## src/rtl/switch_input_ctrl.sv

```systemverilog
`default_nettype none
// ============================================================================
// Module   : switch_input_ctrl
// Summary  : Synchronised, debounced switch inputs with edge-pending IRQ on a
//            4-way handshake register bus.
// Revision : 1.0
// ============================================================================
module switch_input_ctrl #(
    parameter int WIDTH           = 8,
    parameter int SYNC_STAGES     = 2,
    parameter int DEBOUNCE_CYCLES = 500000,
    parameter int CNT_W           = 20
) (
    input  logic             clock,
    input  logic             reset,
    input  logic             Read,
    input  logic             Write,
    input  logic [1:0]       Address,
    input  logic [31:0]      DataIn,
    output logic [31:0]      DataOut,
    output logic             Ack,
    input  logic [WIDTH-1:0] Switch_in,
    output logic [WIDTH-1:0] Switch_out,
    output logic             Interrupt
);

    localparam logic [CNT_W-1:0] c_cnt_max = CNT_W'(DEBOUNCE_CYCLES - 1);

    logic [WIDTH-1:0] r_sync [SYNC_STAGES];
    logic [CNT_W-1:0] r_cnt  [WIDTH];
    logic [WIDTH-1:0] r_stable;
    logic [WIDTH-1:0] r_pending;
    logic [WIDTH-1:0] r_rise_en;
    logic [WIDTH-1:0] r_fall_en;
    logic [WIDTH-1:0] w_irq_en;
    logic [31:0]      w_irq_rd;

    logic [WIDTH-1:0] w_s;
    logic [WIDTH-1:0] w_accept;
    logic [WIDTH-1:0] w_rise;
    logic [WIDTH-1:0] w_fall;
    logic [WIDTH-1:0] w_set;
    logic [WIDTH-1:0] w_clr;
    logic             w_wr_start;
    logic             w_rd_start;
    logic [31:0]      w_rdata;
    logic             w_unused_data;

    assign w_unused_data = ^DataIn;

    always_ff @(posedge clock or posedge reset) begin
        if (reset) begin
            for (int k = 0; k < SYNC_STAGES; k++) begin
                r_sync[k] <= '0;
            end
        end else begin
            r_sync[0] <= Switch_in;
            for (int k = 1; k < SYNC_STAGES; k++) begin
                r_sync[k] <= r_sync[k-1];
            end
        end
    end

    assign w_s = r_sync[SYNC_STAGES-1];

    // A bit is accepted only when it has disagreed with the stable level for
    // DEBOUNCE_CYCLES consecutive samples; any agreement restarts the count.
    always_comb begin
        w_accept = '0;
        for (int i = 0; i < WIDTH; i++) begin
            w_accept[i] = (w_s[i] != r_stable[i]) && (r_cnt[i] == c_cnt_max);
        end
    end

    always_ff @(posedge clock or posedge reset) begin
        if (reset) begin
            r_stable <= '0;
            for (int i = 0; i < WIDTH; i++) begin
                r_cnt[i] <= '0;
            end
        end else begin
            r_stable <= r_stable ^ w_accept;
            for (int i = 0; i < WIDTH; i++) begin
                if (w_s[i] == r_stable[i] || w_accept[i]) begin
                    r_cnt[i] <= '0;
                end else begin
                    r_cnt[i] <= r_cnt[i] + 1'b1;
                end
            end
        end
    end

    assign Switch_out = r_stable;

    // Edges are flagged in the same cycle the stable level flips.
    assign w_rise = w_accept & w_s;
    assign w_fall = w_accept & ~w_s;
    assign w_set  = (w_rise & r_rise_en) | (w_fall & r_fall_en);

    assign w_wr_start = Write & ~Ack;
    assign w_rd_start = Read & ~Ack;
    assign w_clr      = (w_wr_start && Address == 2'd1) ? DataIn[WIDTH-1:0] : '0;

    always_ff @(posedge clock or posedge reset) begin
        if (reset) begin
            r_pending <= '0;
            r_rise_en <= '0;
            r_fall_en <= '0;
        end else begin
            r_pending <= (r_pending & ~w_clr) | w_set;
            if (w_wr_start && Address == 2'd2) begin
                r_rise_en <= DataIn[WIDTH-1:0];
            end
            if (w_wr_start && Address == 2'd3) begin
                r_fall_en <= DataIn[WIDTH-1:0];
            end
        end
    end

    // irq_en shares register 3 with fall_en and only fits for narrow builds.
    generate
        if (WIDTH <= 16) begin : g_irq_reg
            logic [WIDTH-1:0] r_irq_en;
            always_ff @(posedge clock or posedge reset) begin
                if (reset) begin
                    r_irq_en <= '0;
                end else if (w_wr_start && Address == 2'd3) begin
                    r_irq_en <= DataIn[WIDTH+15:16];
                end
            end
            assign w_irq_en = r_irq_en;
            assign w_irq_rd = 32'(r_irq_en) << 16;
        end else begin : g_irq_fixed
            assign w_irq_en = '1;
            assign w_irq_rd = '0;
        end
    endgenerate

    always_comb begin
        w_rdata = '0;
        case (Address)
            2'd0:    w_rdata = 32'(r_stable);
            2'd1:    w_rdata = 32'(r_pending);
            2'd2:    w_rdata = 32'(r_rise_en);
            default: w_rdata = 32'(r_fall_en) | w_irq_rd;
        endcase
    end

    always_ff @(posedge clock or posedge reset) begin
        if (reset) begin
            Ack       <= 1'b0;
            DataOut   <= '0;
            Interrupt <= 1'b0;
        end else begin
            Ack       <= Read | Write;
            Interrupt <= |(r_pending & w_irq_en);
            if (w_rd_start) begin
                DataOut <= w_rdata;
            end
        end
    end

endmodule
`default_nettype wire

```

## config.mk

```make
export PLATFORM = sky130hd
export DESIGN_NAME = switch_input_ctrl
export DESIGN_NICKNAME = d
export VERILOG_FILES = /design/src/rtl/switch_input_ctrl.sv
export SDC_FILE = /design/constraint.sdc
export NUM_CORES = 1
export LEC_CHECK = 0
export BUFFER_PORTS_ARGS = -buffer_cell sky130_fd_sc_hd__buf_2
export CORE_MARGIN = 10
export CORE_UTILIZATION = 40
export CTS_BUF_LIST = sky130_fd_sc_hd__clkbuf_4 sky130_fd_sc_hd__clkbuf_8
export CTS_CLUSTER_DIAMETER = 150
export DETAILED_ROUTE_END_ITERATION = 8
export PLACE_DENSITY = 0.68
export REMOVE_ABC_BUFFERS = 1
export SYNTH_ARGS = -nofsm -noshare
export SYNTH_HDL_FRONTEND = slang
export SYNTH_SLANG_ARGS = --single-unit
```

## constraint.sdc

```tcl
create_clock -name clock -period 11.5 [get_ports clock]
set_input_delay 0.575 -clock clock [delete_from_list [all_inputs] [get_ports clock]]
set_output_delay 0.575 -clock clock [all_outputs]
set_load 0.01 [all_outputs]
```

After elaboration in Yosys (flattened, before gate mapping)
Cells that the tools add are included.

operators by class
  multiply operators = 0
  add/sub/neg operators = 8
  muxes and demuxes = 10
  $lt $le $gt $ge = 0
  bitwise logic cells = 16
  shifts and indexed selects = 0
  reduce and logical (&&, ||, !) cells = 21
  equality and inequality tests = 27
  div/mod/pow operators = 0

operator list
  kind                   count
  $add 20x1->20 const B  8
  $eq 20x19->1 const B   8
  $mux 20                8
  $pmux 24 s3            1
  $and 8x8->8            6
  $or 8x24->24           1
  $not 8->8              2
  $or 8x8->8             2
  $logic_and 1x1->1      11
  $eq 1x1->1             8
  $logic_or 1x1->1       8
  $mux 8                 1
  $ne 1x1->1             8
  $reduce_or 8->1        1
  $xor 8x8->8            1
  $eq 2x2->1 const B     2
  $and 1x1->1            2
  $eq 2x1->1 const B     1
  $logic_not 2->1        1
  $not 1->1              1
  $or 1x1->1             1

word-level totals
  memories = 0
  bits in writable memories = 0
  register bits = 250
  memory bits (read-only) = 0
  bits in latches = 0

Logic depth before layout (Yosys ltp)
  depth in word-level cells = 7
  gate-level depth with buffers = 7
  gate-level depth less buffers = 5

Worst setup path after synthesis
No wires, ideal clock.

  kind = flip-flop to flip-flop
  start point = register r_cnt[106] (netlist bit)
  end point = register r_cnt[107] (netlist bit)
  setup time = 119 ps
  buffers on the path = 1
  clock period less this slack = 2101 ps
  data arrival time = 1982 ps
  cell stages (with the launch flop) = 6
  path slack = 9399 ps
  path through = dfrtp_1 -> nor4b_2 -> or4b_4 -> o41ai_4 -> buf_6 -> nor2_2

between the ends
  cells in the longest elaborated chain, start to end = 4
  elaborated cells on any way between the ends = 5
  those cells by class = add/sub (1); eq/ne (1); mux (1); reduce/logical (2)

RTL lines
  element                                                                line  text
  start, declared                                                        30    logic [CNT_W-1:0] r_cnt [WIDTH];
  start signal, assigned by index                                        87    r_cnt[i] <= r_cnt[i] + 1'b1;
  parallel branches: the longest is 3 deep, another holds $add 20x1->20  -
  $mux 20 *                                                              84    if (w_s[i] == r_stable[i] || w_accept[i]) begin

Every way passes the cells marked *.
A chain may end at the register's enable or synchronous reset.

Final worst setup path
  start point = register r_cnt[106] (netlist bit)
  end point = register r_cnt[103] (netlist bit)

between the ends
  cells in the longest elaborated chain, start to end = 4

RTL lines
  element            line  text
  $eq 20x19->1       71    w_accept[i] = (w_s[i] != r_stable[i]) && (r_cnt[i] == c_cnt_max);
  $logic_and 1x1->1  71
  $logic_or 1x1->1   84
  $mux 20            84

No other way between the ends.

==> results by stage <==
GRT:
- For this run the aggregate overflow at the end of global routing stands at 0.
- The number of antenna violations at the first check in global routing came to 1.
- The via count of the first global-routing pass is 8107.
- The first global-routing pass estimated around 40 mm of wire.
- For this run, the total global-route usage over all layers was measured as 0.134.
- Entering global routing, the biggest net connects 82 pins.

Timing:
- The share of the clock period used by the worst path is 0.211.
- Between clock sinks in the finished design, the worst skew comes to roughly 0.021 ns.
- Setup repair after global routing left no endpoint under its margin.
- For the final routed database, the setup TNS stands at 0 ns.
- Headroom to the max-slew limit came out at 0.227.
- The maximum clock rate is 412 MHz.
- Across all hold checks on the routed design, the worst slack comes to around 0.075 ns.
- The slew of the pin with the lowest slew margin is 1.15 ns.
- The count of endpoints failing setup in the final report is 0.
- The number of hold violations in the final report is 0.
- The number of slew-limit violations in the final report is 0.
- After layout, the minimum clock period comes to roughly 2.4 ns.

Placed design:
- The placer congestion estimate is between 0.8 and 0.9.
- The standard cell area after detailed placement is around 12000 um^2.
- Summed over all nets, the half-perimeter wirelength after detailed placement is ~16 mm.
- Input and output buffers added on the ports amount to 55.

Clock network:
- The hold-fix buffer count after cts is 0.
- In this run the number of H-tree levels came out at 2.
- The total of cells resized after clock tree synthesis is 0.
- The total clock sinks is ~230.
- In this run the clock root is driven by a clkbuf_8.
- The source-to-sink clock delay at the later pin of the worst-skew pair is 0.55 ns.
- Clock-pin slew was measured on the worst setup and hold paths at approximately 0.06 ns.
- The clock passes through at most 3 buffers.
- The number of buffers inserted to repair setup after CTS is 0.
- The CTS buffer count is 42.
- TritonCTS built the clock tree.

Route:
- The average detailed-routed wire length per instance is approximately 15 um.
- The number of DRC violations after detailed routing is 0.
- The count of nets left with antenna violations once routing finished came out at 0.
- The routed via count is 8217.
- In the routed layout, each cell is associated on average with a via count of ~5.3.
- The final layout contains routed wiring with a total length of between 20 and 25 mm.
- The count of routing violations after the opening detailed-route iteration is roughly 610.
- The first detailed-routing pass ran for 5 iterations.

Logic synthesis:
- For this run, the number of Yosys warnings is 0.
- The number of enable-type register cells in the synthesized netlist is 0.
- The sequential element share of the synthesized area is 0.525.
- The cell count after synthesis came out at approximately 1100.
- The average cell area after synthesis is between 10 and 15 um^2.
- For this run, the leading register cell type out of synthesis is dfrtp_1.
- The async set-or-reset flop fraction in the synthesized netlist is 1.00.
- The unique cell type count in the Yosys netlist is 47.
- In this run the cell area of the synthesized design comes to about 11000 um^2.
- The synthesized flop and latch total is 234.

Floorplan:
- The die is approximately 190 um tall.
- After floorplanning, the core was divided into 61 placement rows.
- For this configuration, the core starts out at a cell density of 0.403.
- The die area is roughly 35000 um^2.
- The die width is 187 um.
- The number of top-level pins is slightly below 90.
- The region available for standard cell placement spans approximately 28000 um^2.

Power:
- Power spread over the standard cell area amounts to between 100 and 150 nW/um^2.
- The total design power is between 1.5 and 2 mW.
- IR analysis of the VDD net gives a maximum drop of 0.0000924 V.
- The standby leakage power is roughly 5.2 nW.

Worst setup path:
- The arrival time of the worst setup path is 2.84 ns.
- The worst setup path is launched from a flop.
- Counting both buffers and inverters, the worst setup path holds a total of 1.
- The worst stage delay on the critical path is 0.61 ns.
- The cell type group with the largest total delay on the critical path is simple AND/OR/NAND/NOR gates.
- The maximum fanout count along the critical path is 13.
- In this run the register-to-register setup slack is between 9 and 10 ns.
- The startpoint-to-endpoint class of the critical path is reg2reg.
- Traced cell by cell, the critical path runs through nor4b_2, or4b_4, o41ai_4, buf_4, nor2_1.
- The data required time of the worst path is around 12 ns.
- The critical path's slowest cell is o41ai_4.
- STA classifies the critical path endpoint as a flop.

Hold path:
- In this run the worst hold path is classified as in2async.

Final layout:
- In the final design database the tool counted between 1000 and 1500 nets.
- The commonest non-fill, non-tap cell in the layout is dfrtp_1.
- Across the whole layout, storage elements account for 5860 um^2.
- Once layout is complete, the utilization of the core stands at 0.460.
- The library cells used most frequently in the layout, excluding fill and tap cells, are 234 x dfrtp_1, 128 x nor2_1, 78 x nand2_1.
- The count of filler cells inserted in the layout is approximately 2700.
- The area of the multi-input gates is 5030 um^2.
- The post-synthesis to final-layout area growth is 13.9%.
- The cell area after layout is between 10000 and 15000 um^2.
- The fraction of layout cells with a size suffix above 1 is 0.181.

Outcome:
- The flow ran to the end, and the final reports show no timing, DRC or antenna violations.

Job:
- The tool flagged a number of max-cap violations equal to 0.
## layout make-up
cell class,instances,share of cell area
antenna,1,0.000197
clock buffer,64,0.0634
clock inverter,10,0.00660
inverter,25,0.00798
multi-input combinational,777,0.396
sequential,234,0.461
tap,378,0.0372
timing repair buffer,65,0.0276
## synthesized netlist by cell type (14+ instances only)
library cell,n,share of area
a21oi_1,40,0.018
and4_1,14,0.011
buf_4,16,0.011
clkbuf_1,25,0.0084
dfrtp_1,234,0.53
inv_1,25,0.0084
mux2_2,39,0.039
nand2_1,78,0.026
nand3_1,58,0.026
nand4_1,46,0.026
nor2_1,128,0.043
nor3_1,25,0.011
nor4_1,26,0.015
o21ai_0,28,0.013
o31ai_1,21,0.014
or3_1,27,0.015
or4_1,29,0.020
xnor2_1,64,0.050
xor2_1,49,0.039
## report_power, final
group / internal [mW] / leakage [nW] / switching, mW
logic: 0.0604 / 1.64 / 0.0736
clock network: 0.470 / 0.472 / 0.347
registers: 0.872 / 3.14 / 0.0376
## per-stage QoR
stage,cells,worst slack (ns)
finish,1554,9.07
global route,1553,8.65
CTS,1553,8.92
detailed placement,1479,8.34
global placement,1479,8.38
floorplan,1036,4.51
## registers in the layout (all words and copies together) (netlist names), named ones only
register,flops
r_sync,8
Ack,1
r_rise_en,8
r_fall_en,8
r_pending,8
DataOut,16
Interrupt,1
r_cnt,160
g_irq_reg.r_irq_en,8
w_s,8
## logic make-up after synthesis
group,count (synthesis),synth area share
adder cells (fa/ha/maj),8,0.00898
buffers and inverters,71,0.0302
XOR/XNOR,113,0.0888
other,1,0.000336
multiplexers,48,0.0565
AO/OA/AOI/OAI,116,0.0656
AND/OR/NAND/NOR,476,0.224
flip-flops,234,0.525
## routing by layer
metal | routed length (um) | GRT usage
met2 | 11000 | 0.213
met1 | 11300 | 0.178
met4 | 529 | 0.0444
met3 | 1110 | 0.0300
met5 | 0 | 0
## worst paths after layout
check,start,to,cells past startpoint
max in group asynchronous,reset,r_cnt[149],4
worst max register to register,r_cnt[106],r_cnt[103],5
worst max-delay path,r_cnt[106],r_cnt[103],5
min in group clock,Switch_in[7],r_sync[15],1
worst min-delay path,reset,async pin,2
worst min register to register,r_sync[9],w_s[1],0
Note: power is estimated with default switching activity, not from simulation.
